### config.mk
export PLATFORM = sky130hd
export DESIGN_NAME = period_meter
export DESIGN_NICKNAME = d
export VERILOG_FILES = /design/src/rtl/period_meter_pkg.sv /design/src/rtl/period_meter_sync_rise.sv /design/src/rtl/period_meter.sv
export SDC_FILE = /design/constraint.sdc
export NUM_CORES = 1
export LEC_CHECK = 0
export ABC_AREA = 1
export ABC_CLOCK_PERIOD_IN_PS = 3900
export CAP_MARGIN = 20
export CORE_UTILIZATION = 50
export CTS_CLUSTER_DIAMETER = 80
export DETAILED_ROUTE_END_ITERATION = 10
export HOLD_SLACK_MARGIN = 0.08
export PLACE_DENSITY = 0.7
export SYNTH_ARGS = -nofsm -noshare
export SYNTH_HDL_FRONTEND = slang
export SYNTH_SLANG_ARGS = --single-unit
### constraint.sdc
create_clock -name clk -period 3.9 [get_ports clk]
set_input_delay 1.17 -clock clk [delete_from_list [all_inputs] [get_ports clk]]
set_output_delay 1.17 -clock clk [all_outputs]
set_load 0.02 [all_outputs]
### src/rtl/period_meter_pkg.sv
// Shared types and default parameters for the period meter and its
// synchroniser front end.
package period_meter_pkg;

    typedef enum logic [1:0] {
        IDLE = 2'd0,
        ARM  = 2'd1,
        MEAS = 2'd2
    } state_e;

    localparam int CNT_W_DEF       = 32;
    localparam int TIMEOUT_CYC_DEF = 50000000;
    localparam int SYNC_STAGES_DEF = 2;

endpackage

### src/rtl/period_meter_sync_rise.sv
// Synchroniser chain for an asynchronous level plus one edge register;
// rise pulses for one clk when the synchronised level goes 0 -> 1.
module sync_rise_detect
    import period_meter_pkg::*;
#(
    parameter int SYNC_STAGES = SYNC_STAGES_DEF
) (
    input  logic clk,
    input  logic rst,
    input  logic sig_in,
    output logic lvl,
    output logic rise
);

    logic [SYNC_STAGES-1:0] sync_q, sync_d;
    logic                   lvl_dly_q, lvl_dly_d;

    always_comb begin
        sync_d    = {sync_q[SYNC_STAGES-2:0], sig_in};
        lvl_dly_d = sync_q[SYNC_STAGES-1];
    end

    always_ff @(posedge clk or negedge rst) begin
        if (!rst) begin
            sync_q    <= '0;
            lvl_dly_q <= 1'b0;
        end else begin
            sync_q    <= sync_d;
            lvl_dly_q <= lvl_dly_d;
        end
    end

    assign lvl  = sync_q[SYNC_STAGES-1];
    assign rise = lvl & ~lvl_dly_q;

endmodule

### src/rtl/period_meter.sv
// Measures period and high time of a slow square wave in clk cycles,
// with valid/ack handshake, overrun flag and loss-of-signal timeout.
//
// state | meaning
// IDLE  | disabled, counters held at 0
// ARM   | waiting for the first rising edge (no reference yet)
// MEAS  | counting between successive rising edges
module period_meter
    import period_meter_pkg::*;
#(
    parameter int CNT_W       = CNT_W_DEF,
    parameter int TIMEOUT_CYC = TIMEOUT_CYC_DEF,
    parameter int SYNC_STAGES = SYNC_STAGES_DEF
) (
    input  logic             clk,
    input  logic             rst,
    input  logic             en,
    input  logic             sig_in,
    input  logic             meas_ack,
    output logic             meas_valid,
    output logic [CNT_W-1:0] period,
    output logic [CNT_W-1:0] high_time,
    output logic             overrun,
    output logic             no_signal
);

    if (SYNC_STAGES < 2) begin : g_bad_sync
        $error("period_meter: SYNC_STAGES must be >= 2");
    end
    if (64'(TIMEOUT_CYC) > ((64'd1 << CNT_W) - 64'd1)) begin : g_bad_timeout
        $error("period_meter: TIMEOUT_CYC does not fit in CNT_W bits");
    end

    localparam logic [CNT_W-1:0] TIMEOUT_V = CNT_W'(TIMEOUT_CYC);
    localparam logic [CNT_W-1:0] ONE       = CNT_W'(1);

    logic lvl, rise;

    sync_rise_detect #(.SYNC_STAGES(SYNC_STAGES)) u_sync (
        .clk    (clk),
        .rst    (rst),
        .sig_in (sig_in),
        .lvl    (lvl),
        .rise   (rise)
    );

    state_e           state_q, state_d;
    logic [CNT_W-1:0] cnt_q, cnt_d, hcnt_q, hcnt_d, idle_q, idle_d;
    logic [CNT_W-1:0] period_q, period_d, high_q, high_d;
    logic             valid_q, valid_d, overrun_q, overrun_d, no_sig_q, no_sig_d;
    logic             load, timeout_hit;

    assign load        = (state_q == MEAS) && rise;
    assign timeout_hit = ((idle_q + ONE) == TIMEOUT_V);

    always_comb begin
        state_d   = state_q;
        cnt_d     = cnt_q;
        hcnt_d    = hcnt_q;
        idle_d    = idle_q;
        period_d  = period_q;
        high_d    = high_q;
        valid_d   = valid_q;
        overrun_d = overrun_q;
        no_sig_d  = no_sig_q;

        if (!en) begin
            state_d   = IDLE;
            cnt_d     = '0;
            hcnt_d    = '0;
            idle_d    = '0;
            valid_d   = 1'b0;
            overrun_d = 1'b0;
            no_sig_d  = 1'b0;
        end else begin
            if (meas_ack && valid_q && !load) begin
                valid_d   = 1'b0;
                overrun_d = 1'b0;
            end

            case (state_q)
                IDLE: begin
                    cnt_d   = '0;
                    hcnt_d  = '0;
                    idle_d  = '0;
                    state_d = ARM;
                end
                ARM: begin
                    if (rise) begin
                        cnt_d    = ONE;
                        hcnt_d   = ONE;
                        idle_d   = '0;
                        no_sig_d = 1'b0;
                        state_d  = MEAS;
                    end else if (timeout_hit) begin
                        idle_d   = '0;
                        no_sig_d = 1'b1;
                    end else begin
                        idle_d = idle_q + ONE;
                    end
                end
                MEAS: begin
                    if (rise) begin
                        // the rise cycle itself starts the next period
                        period_d  = cnt_q;
                        high_d    = hcnt_q;
                        valid_d   = 1'b1;
                        overrun_d = valid_q & ~meas_ack;
                        cnt_d     = ONE;
                        hcnt_d    = ONE;
                        idle_d    = '0;
                        no_sig_d  = 1'b0;
                    end else if (timeout_hit) begin
                        cnt_d    = '0;
                        hcnt_d   = '0;
                        idle_d   = '0;
                        no_sig_d = 1'b1;
                        state_d  = ARM;
                    end else begin
                        cnt_d  = cnt_q + ONE;
                        hcnt_d = hcnt_q + CNT_W'(lvl);
                        idle_d = idle_q + ONE;
                    end
                end
                default: state_d = IDLE;
            endcase
        end
    end

    always_ff @(posedge clk or negedge rst) begin
        if (!rst) begin
            state_q   <= IDLE;
            cnt_q     <= '0;
            hcnt_q    <= '0;
            idle_q    <= '0;
            period_q  <= '0;
            high_q    <= '0;
            valid_q   <= 1'b0;
            overrun_q <= 1'b0;
            no_sig_q  <= 1'b0;
        end else begin
            state_q   <= state_d;
            cnt_q     <= cnt_d;
            hcnt_q    <= hcnt_d;
            idle_q    <= idle_d;
            period_q  <= period_d;
            high_q    <= high_d;
            valid_q   <= valid_d;
            overrun_q <= overrun_d;
            no_sig_q  <= no_sig_d;
        end
    end

    assign meas_valid = valid_q;
    assign period     = period_q;
    assign high_time  = high_q;
    assign overrun    = overrun_q;
    assign no_signal  = no_sig_q;

endmodule

# Word-level counts from Yosys, hierarchy flattened
# Cells that the tools add are included.
# word_totals
wordCells	68
reg_bits	168
input_bits	5
output_inout_bits	67
# classes
n_eq_ne	10
bitwise	4
n_reduce_logical	10
addsub	3
mux	30
# op_table
op	count
$mux W32	10
$pmux W32 S3	2
$add A32 B1 Y32 const B	2
$pmux W32 S2	1
$add A32 B1 Y32	1
$eq A32 B26 Y1 const B	1
$mux W1	12
$ne A3 B3 Y1 const B	3
$mux W2	4
$pmux W2 S3	1
$reduce_and A3 Y1	2
$ne A4 B1 Y1 const B	1
$reduce_and A2 Y1	2
$logic_and A1 B1 Y1	3
$ne A3 B1 Y1 const B	1
$ne A3 B2 Y1 const B	1
$and A1 B1 Y1	2
$eq A2 B1 Y1 const B	1
$eq A2 B2 Y1 const B	1
$logic_not A2 Y1	1
$ne A2 B2 Y1 const B	1
$not A1 Y1	2
$reduce_or A2 Y1	1
$logic_not A1 Y1	1

# Depth between registers and ports, before layout
# Gate-level depths: netlist (run 1).
# depth
depth_word	9
mapped_depth	16

# By module
# From an unflattened synthesis (run 1), not the netlist that was laid out.
# hier_totals
hier_cells	1087
hier_area_um2	8966.1
# modules_own_cells
module	area_each_um2	cells_each	n_inst	seq_area_each_um2
period_meter	8881.0	1082	1	4129.0
sync_rise_detect	85.1	5	1	75.1

# Worst setup path before layout (run 1)
# No wires, ideal clock.
# synth_path
kind	input -> register
from	input en
to	register cnt_q[10]
setup_ps	83
arrival_ps	2395
slack_ps	1422
path_stages	9
cell_sequence	inv_1 nor2_1 nand2_1 nand2_1 nor3_1 nand2_4 buf_6 buf_12 o22ai_2
# synth_between
elab_chain_len	2
# synth_rtl
element	line	source
start: declaration	period_meter.sv:17	input logic en,
$ne A4 B1 Y1 (no line) or $ne A3 B3 Y1 (tied branches)	--	
$reduce_and A2 Y1 (no line)	--	
end signal: assignment	period_meter.sv:143	cnt_q <= cnt_d;
end: declaration	period_meter.sv:48	logic [CNT_W-1:0] cnt_q, cnt_d, hcnt_q, hcnt_d, idle_q, idle_d;
# Parallel ways exist; a longest one is shown, timed or not.
# A chain may end at the register's enable or synchronous reset.

# Final worst setup path (run 1)
# layout_path
from	input en
to	register cnt_q[28]
# Same word-level chain as after synthesis.

==> metrics.csv, run 1 <==
stage,metric,value,unit
critical_path,slowest cell on the critical path,nor3_1,
clock_tree,clk buf depth,2,
run,Max-Cap Viols,0,
cells_and_area,Area Growth Syn to Fin,18.1,%
clock_tree,clock-pin slew on the worst setup and hold paths,0.07,ns
grt,largest net degree at the start of global routing,78,
grt,global route overflow,0,
clock_tree,Resized cells post-CTS,0,
place,gpl congestion,0.926,
synth,cell count after synthesis,1095,
place,I/O Buffers,71,
power_and_ir_drop,Final Power,4170,uW
cells_and_area,Multi-input gate area,4000,um2
critical_path,Crit path largest cell delay,0.57,ns
place,HPWL reported at the end of detailed placement,15300,um
timing,RSZ-0062 raised after global routing,no,
clock_tree,H-tree levels,4,
timing,Setup-failing EPs final,0,
critical_path,CP cell instances,clkdlybuf4s50_1 > inv_1 > nor2_1 > nand2_1 > nand2_1 > nor3_1 > nand2_4 > buf_12 > o22ai_1,
clock_tree,Num CTS Buffers,17,
grt,initial antenna violation count,0,
grt,vias in the first global route,7287,
place,placed cell count,1372,
floorplanning,num ports,72,
drt,1st-iter DRT viols,553,
floorplanning,# rows,48,
timing,post-layout min period,3.27,ns
cells_and_area,"commonest non-fill, non-tap cell in the layout",nand2_1,
cells_and_area,most frequent cells in the layout,"nand2_1, dfrtp_1, inv_1",
critical_path,WP data required,4.25,ns
timing,count of final hold-check violations,0,
clock_tree,Root Buffer,clkbuf_16,
cells_and_area,storage element area,4200,um2
critical_path,critical path's top delay family,simple AND/OR/NAND/NOR gates,
timing,final worst slack,0.626,ns
clock_tree,clock tree from TritonCTS,built,
critical_path,Setup CP Type,input port to flop,
timing,Slew Limit Fails,0,
floorplanning,die width,135,um
critical_path,Critical Path AT,3.63,ns
drt,1st-pass router iterations,7,
timing,sum of negative setup slack,0,ns
min_path,worst hold path class,flop to flop,
timing,Max transition margin,0.509,
floorplanning,Die Area,18200,um2
timing,worst-margin pin slew,0.737,ns
clock_tree,Sinks on Clock Net,168,
cells_and_area,n_diodes,0,
drt,vias,7644,
drt,via/cell ratio,5.44,
critical_path,CP Launch Type,input port,
drt,DRC viols,0,
min_path,hold path start,u_sync.sync_q[0],
cells_and_area,Final #Nets,1179,
critical_path,Reg2Reg Launch Point,idle_q[0],
synth,"EDFF count, synth",0,
synth,Most used DFF post-synth,dfrtp_1,
critical_path,Critical Path Most Common Cell,nand2_1,
floorplanning,die height,135,um
synth,sequential fraction of the synthesis area,0.476,
synth,synthesis warning total,0,
drt,Routed WL,21600,um
drt,Post-DRT Antenna Nets,0,
critical_path,Worst Path Buf+Inv,3,
synth,Synth cell types,34,
power_and_ir_drop,maximum VDD drop,0.321,mV
grt,all-layer global routing usage,0.254,
cells_and_area,final std cells w/o fill,1404,
outcome,outcome,finished clean,
timing,period utilization,0.840,
timing,Max Clk Rate,305,MHz
critical_path,Critical Path Sink Type,flop,
clock_tree,number of setup buffers added after CTS,0,
floorplanning,total core area,17300,um2
floorplanning,Initial Util,0.510,
cells_and_area,share of layout cells above drive strength 1,0.0704,
timing,final setup skew,0.00913,ns
drt,per-cell routed wire length,15.4,um
place,Place WS,0.196,ns
power_and_ir_drop,Leak Pwr,0.00410,uW
synth,ys async rst share,1.00,
critical_path,CP Max Fanout,34,
clock_tree,Worst-Skew Late Latency,0.44,ns
cells_and_area,Fillers,1570,
critical_path,launch point of the worst path,en,
synth,syn nets,1108,
synth,syn_area_per_cell,8.06,um2
power_and_ir_drop,PwrDens,400,nW/um2
synth,Mapped Area,8830,um2
grt,first-pass GRT wire length,36300,um
clock_tree,CTS Hold Buffers Added,0,
synth,"flops & latches, synth",168,
metrics by stage:
step	hold WS, ns	area, um2	util
final	0.364	10400	0.603
after global routing	0.368	10400	0.603
after CTS	0.368	10400	0.603
after detailed placement	0.352	9820	0.568
after global placement	0.362	9820	0.568
after floorplan	0.331	8830	-
final cells by class:
class / count / area share
clock buffer: 18 / 0.0421
clock inverter: 14 / 0.0166
inverter: 126 / 0.0454
multi-input combinational: 771 / 0.384
sequential: 168 / 0.403
tap: 225 / 0.0270
timing repair buffer: 82 / 0.0822
cells by family after synthesis:
logic type	after synthesis	share of synthesized area
AOI/OAI and AO/OA	163	0.118
xor gates and xnor gates	59	0.0585
muxes	5	0.00624
and+or+nand+nor	536	0.258
buffers and inverters	156	0.0714
DFF	168	0.476
adders and majority gates	8	0.0113
worst paths after layout:
check	depth (start not counted)	end	slack (ns)
worst min register to register	0	u_sync.sync_q[1]	0.36
worst max-delay path	9	cnt_q[28]	0.63
min in group asynchronous	1	idle_q[22]	0.76
worst min-delay path	0	u_sync.sync_q[1]	0.36
max in group asynchronous	2	cnt_q[15]	2.41
worst max register to register	15	cnt_q[3]	0.84
cell usage after synthesis, drive strengths merged, types with 4 or more instances:
| library cell | count | share of area |
|---|---|---|
| buf | 7 | 0.0081 |
| clkbuf | 23 | 0.0098 |
| dfrtp | 168 | 0.48 |
| ha | 8 | 0.011 |
| inv | 125 | 0.053 |
| mux2 | 4 | 0.0051 |
| nand2 | 306 | 0.13 |
| nand3 | 54 | 0.032 |
| nand4 | 12 | 0.0085 |
| nor2 | 111 | 0.052 |
| nor3 | 33 | 0.019 |
| nor4 | 17 | 0.012 |
| o21ai | 91 | 0.052 |
| o22ai | 66 | 0.061 |
| xnor2 | 5 | 0.0050 |
| xor2 | 54 | 0.054 |
layer usage:
layer | share of wire | global-route usage
met5 | 0 | 0
met4 | 0.017 | 0.0787
met3 | 0.045 | 0.0420
met2 | 0.47 | 0.410
met1 | 0.47 | 0.351
power breakdown:
| part | switching, uW | internal [uW] | total (uW) |
|---|---|---|---|
| combinational | 441 | 143 | 584 |
| sequential | 37.8 | 1770 | 1810 |
| clock | 781 | 992 | 1770 |
registers in the layout, indices dropped and copies added, names as in the netlist:
register,count
high_time,32
cnt_q,32
no_signal,1
hcnt_q,32
state_q,2
overrun,1
u_sync.sync_q,2
period,32
u_sync.lvl_dly_q,1
idle_q,32
meas_valid,1
worst reg2reg max path: cells and delay by family (launching register included):
family                   cells  cell delay (ns)
adder cells (fa/ha/maj)      1             0.27
buffers and inverters        1             0.28
AND/OR/NAND/NOR             12             1.82
AO/OA/AOI/OAI                1             0.08
flip-flops                   1             0.48
(Power assumes the default switching activity.)
==> run 2, diff against run 1 <==
ABC_CLOCK_PERIOD_IN_PS = 3000   (was 3900)
PLACE_DENSITY = 0.73   (was 0.7)
clock period = 3 ns   (was 3.9 ns; I/O delays follow)
==> metrics.csv, run 2 (synthesized netlist as in run 1, its figures left out) <==
stage,metric,value,unit
cells_and_area,Fillers,1520,
critical_path,WP data required,3.30,ns
grt,global route overflow,0,
floorplanning,num ports,72,
place,gpl congestion,0.944,
drt,Post-DRT Antenna Nets,0,
min_path,hold path start,u_sync.sync_q[0],
min_path,worst hold path endpoint,u_sync.sync_q[1],
min_path,worst hold path class,flop to flop,
critical_path,Setup CP Type,flop to flop,
clock_tree,number of setup buffers added after CTS,0,
critical_path,Critical R2R Capture,idle_q[22],
power_and_ir_drop,Clock power frac,0.418,
clock_tree,H-tree levels,4,
cells_and_area,share of layout cells above drive strength 1,0.0743,
grt,first-pass GRT wire length,36300,um
drt,per-cell routed wire length,15.3,um
floorplanning,Initial Util,0.510,
clock_tree,Root Buffer,clkbuf_16,
timing,Max Clk Rate,368,MHz
clock_tree,clock-pin slew on the worst setup and hold paths,0.07,ns
min_path,worst hold stages,0,
power_and_ir_drop,P_sw,1600,uW
timing,post-layout min period,2.71,ns
clock_tree,Resized cells post-CTS,0,
power_and_ir_drop,sw frac,0.294,
clock_tree,clk buf depth,2,
grt,initial antenna violation count,0,
timing,final setup skew,0.0105,ns
cells_and_area,"commonest non-fill, non-tap cell in the layout",nand2_1,
clock_tree,Num CTS Buffers,17,
floorplanning,die height,135,um
timing,Max transition margin,0.486,
cells_and_area,final std cells w/o fill,1409,
critical_path,Critical Path Sink Type,flop,
power_and_ir_drop,Comb power frac,0.150,
floorplanning,# rows,48,
timing,worst-margin pin slew,0.765,ns
timing,period utilization,0.905,
critical_path,Reg2Reg Launch Point,idle_q[1],
critical_path,launch point of the worst path,idle_q[1],
power_and_ir_drop,Flop pwr share,0.432,
clock_tree,CTS Hold Buffers Added,0,
drt,1st-iter DRT viols,604,
drt,Routed WL,21600,um
place,placed cell count,1377,
floorplanning,total core area,17300,um2
clock_tree,Sinks on Clock Net,168,
critical_path,Critical Path AT,3.01,ns
critical_path,flop2flop setup slack,0.29,ns
timing,sum of negative setup slack,0,ns
grt,vias in the first global route,7512,
place,I/O Buffers,71,
run,Max-Cap Viols,0,
timing,RSZ-0062 raised after global routing,no,
power_and_ir_drop,Leak Pwr,0.00413,uW
critical_path,CP Launch Type,flop,
cells_and_area,n_diodes,0,
place,Place WS,-0.0912,ns
critical_path,R2R cell count,14,
cells_and_area,Final #Nets,1184,
grt,largest net degree at the start of global routing,64,
floorplanning,Die Area,18200,um2
power_and_ir_drop,PwrDens,518,nW/um2
critical_path,CP Max Fanout,11,
power_and_ir_drop,Int Pwr,3840,uW
cells_and_area,Area Growth Syn to Fin,18.8,%
clock_tree,Worst-Skew Late Latency,0.44,ns
timing,Slew Limit Fails,0,
timing,Setup-failing EPs final,0,
power_and_ir_drop,maximum VDD drop,0.416,mV
drt,via/cell ratio,5.44,
floorplanning,die width,135,um
timing,count of final hold-check violations,0,
drt,vias,7666,
outcome,outcome,finished clean,
cells_and_area,most frequent cells in the layout,"nand2_1, dfrtp_1, inv_1",
power_and_ir_drop,Final Power,5430,uW
drt,1st-pass router iterations,5,
clock_tree,clock tree from TritonCTS,built,
drt,DRC viols,0,
place,HPWL reported at the end of detailed placement,15200,um
timing,final worst slack,0.286,ns
grt,all-layer global routing usage,0.254,
run 2: cell count changes in the layout (fill, tap and decap cells not counted), sizes merged:
| cell | change |
|---|---|
| buf | +5 |
| clkbuf | +1 |
| clkinv | +4 |
| clkinvlp | +1 |
| inv | -6 |
run 2: metal layers:
layer	track usage	vias up	wire, um
met5	0	-	0
met4	0.0955	0	414
met3	0.0495	37	1130
met2	0.417	218	10500
met1	0.332	3670	9580
li1	-	3741	-
run 2: worst max-delay path by stage:
| stage | slack, ns | endpoint |
|---|---|---|
| 4_1_cts | 0.36 | idle_q[22] |
| 2_1_floorplan | 0.79 | cnt_q[10] |
| 5_1_grt | 0.07 | idle_q[13] |
| 6_report | 0.29 | idle_q[22] |
| 3_3_place_gp | 0.004 | cnt_q[16] |
| 3_5_place_dp | -0.09 | cnt_q[16] |
run 2: layout make-up:
type	count	area [um2]	area share
sequential	168	4200	0.401
multi-input combinational	771	4000	0.381
clock buffer	19	453	0.0432
tap	225	282	0.0268
timing repair buffer	87	920	0.0876
inverter	126	473	0.0451
clock inverter	13	160	0.0153
run 2: through the flow:
stage	utilization	area (um2)	hold WS, ns
global route	0.607	10500	0.367
detailed placement	0.571	9880	0.349
finish	0.607	10500	0.360
global placement	0.571	9880	0.338
CTS	0.607	10500	0.366
floorplan	-	8830	0.331
run 2: power by group through the flow:
stage	Sequential (uW)	Combinational, uW	Clock (uW)
floorplan	2400	467	0
global placement	2390	801	0
detailed placement	2390	818	0
CTS	2350	822	2320
global route	2350	907	2390
finish	2350	817	2270
run 2: critical path: stages, from the launching register on:
cell and delay [ns]:
dfrtp_1 0.40, ha_1 0.24, nand2_2 0.09, nor2_4 0.17, nand2_2 0.15, nor2_2 0.21, nand2_1 0.07, nand2_1 0.12
nand2_1 0.06, nor2_1 0.09, nand2_1 0.06, nor2_1 0.17, nand3_4 0.21, nand2_1 0.38, o22ai_1 0.14
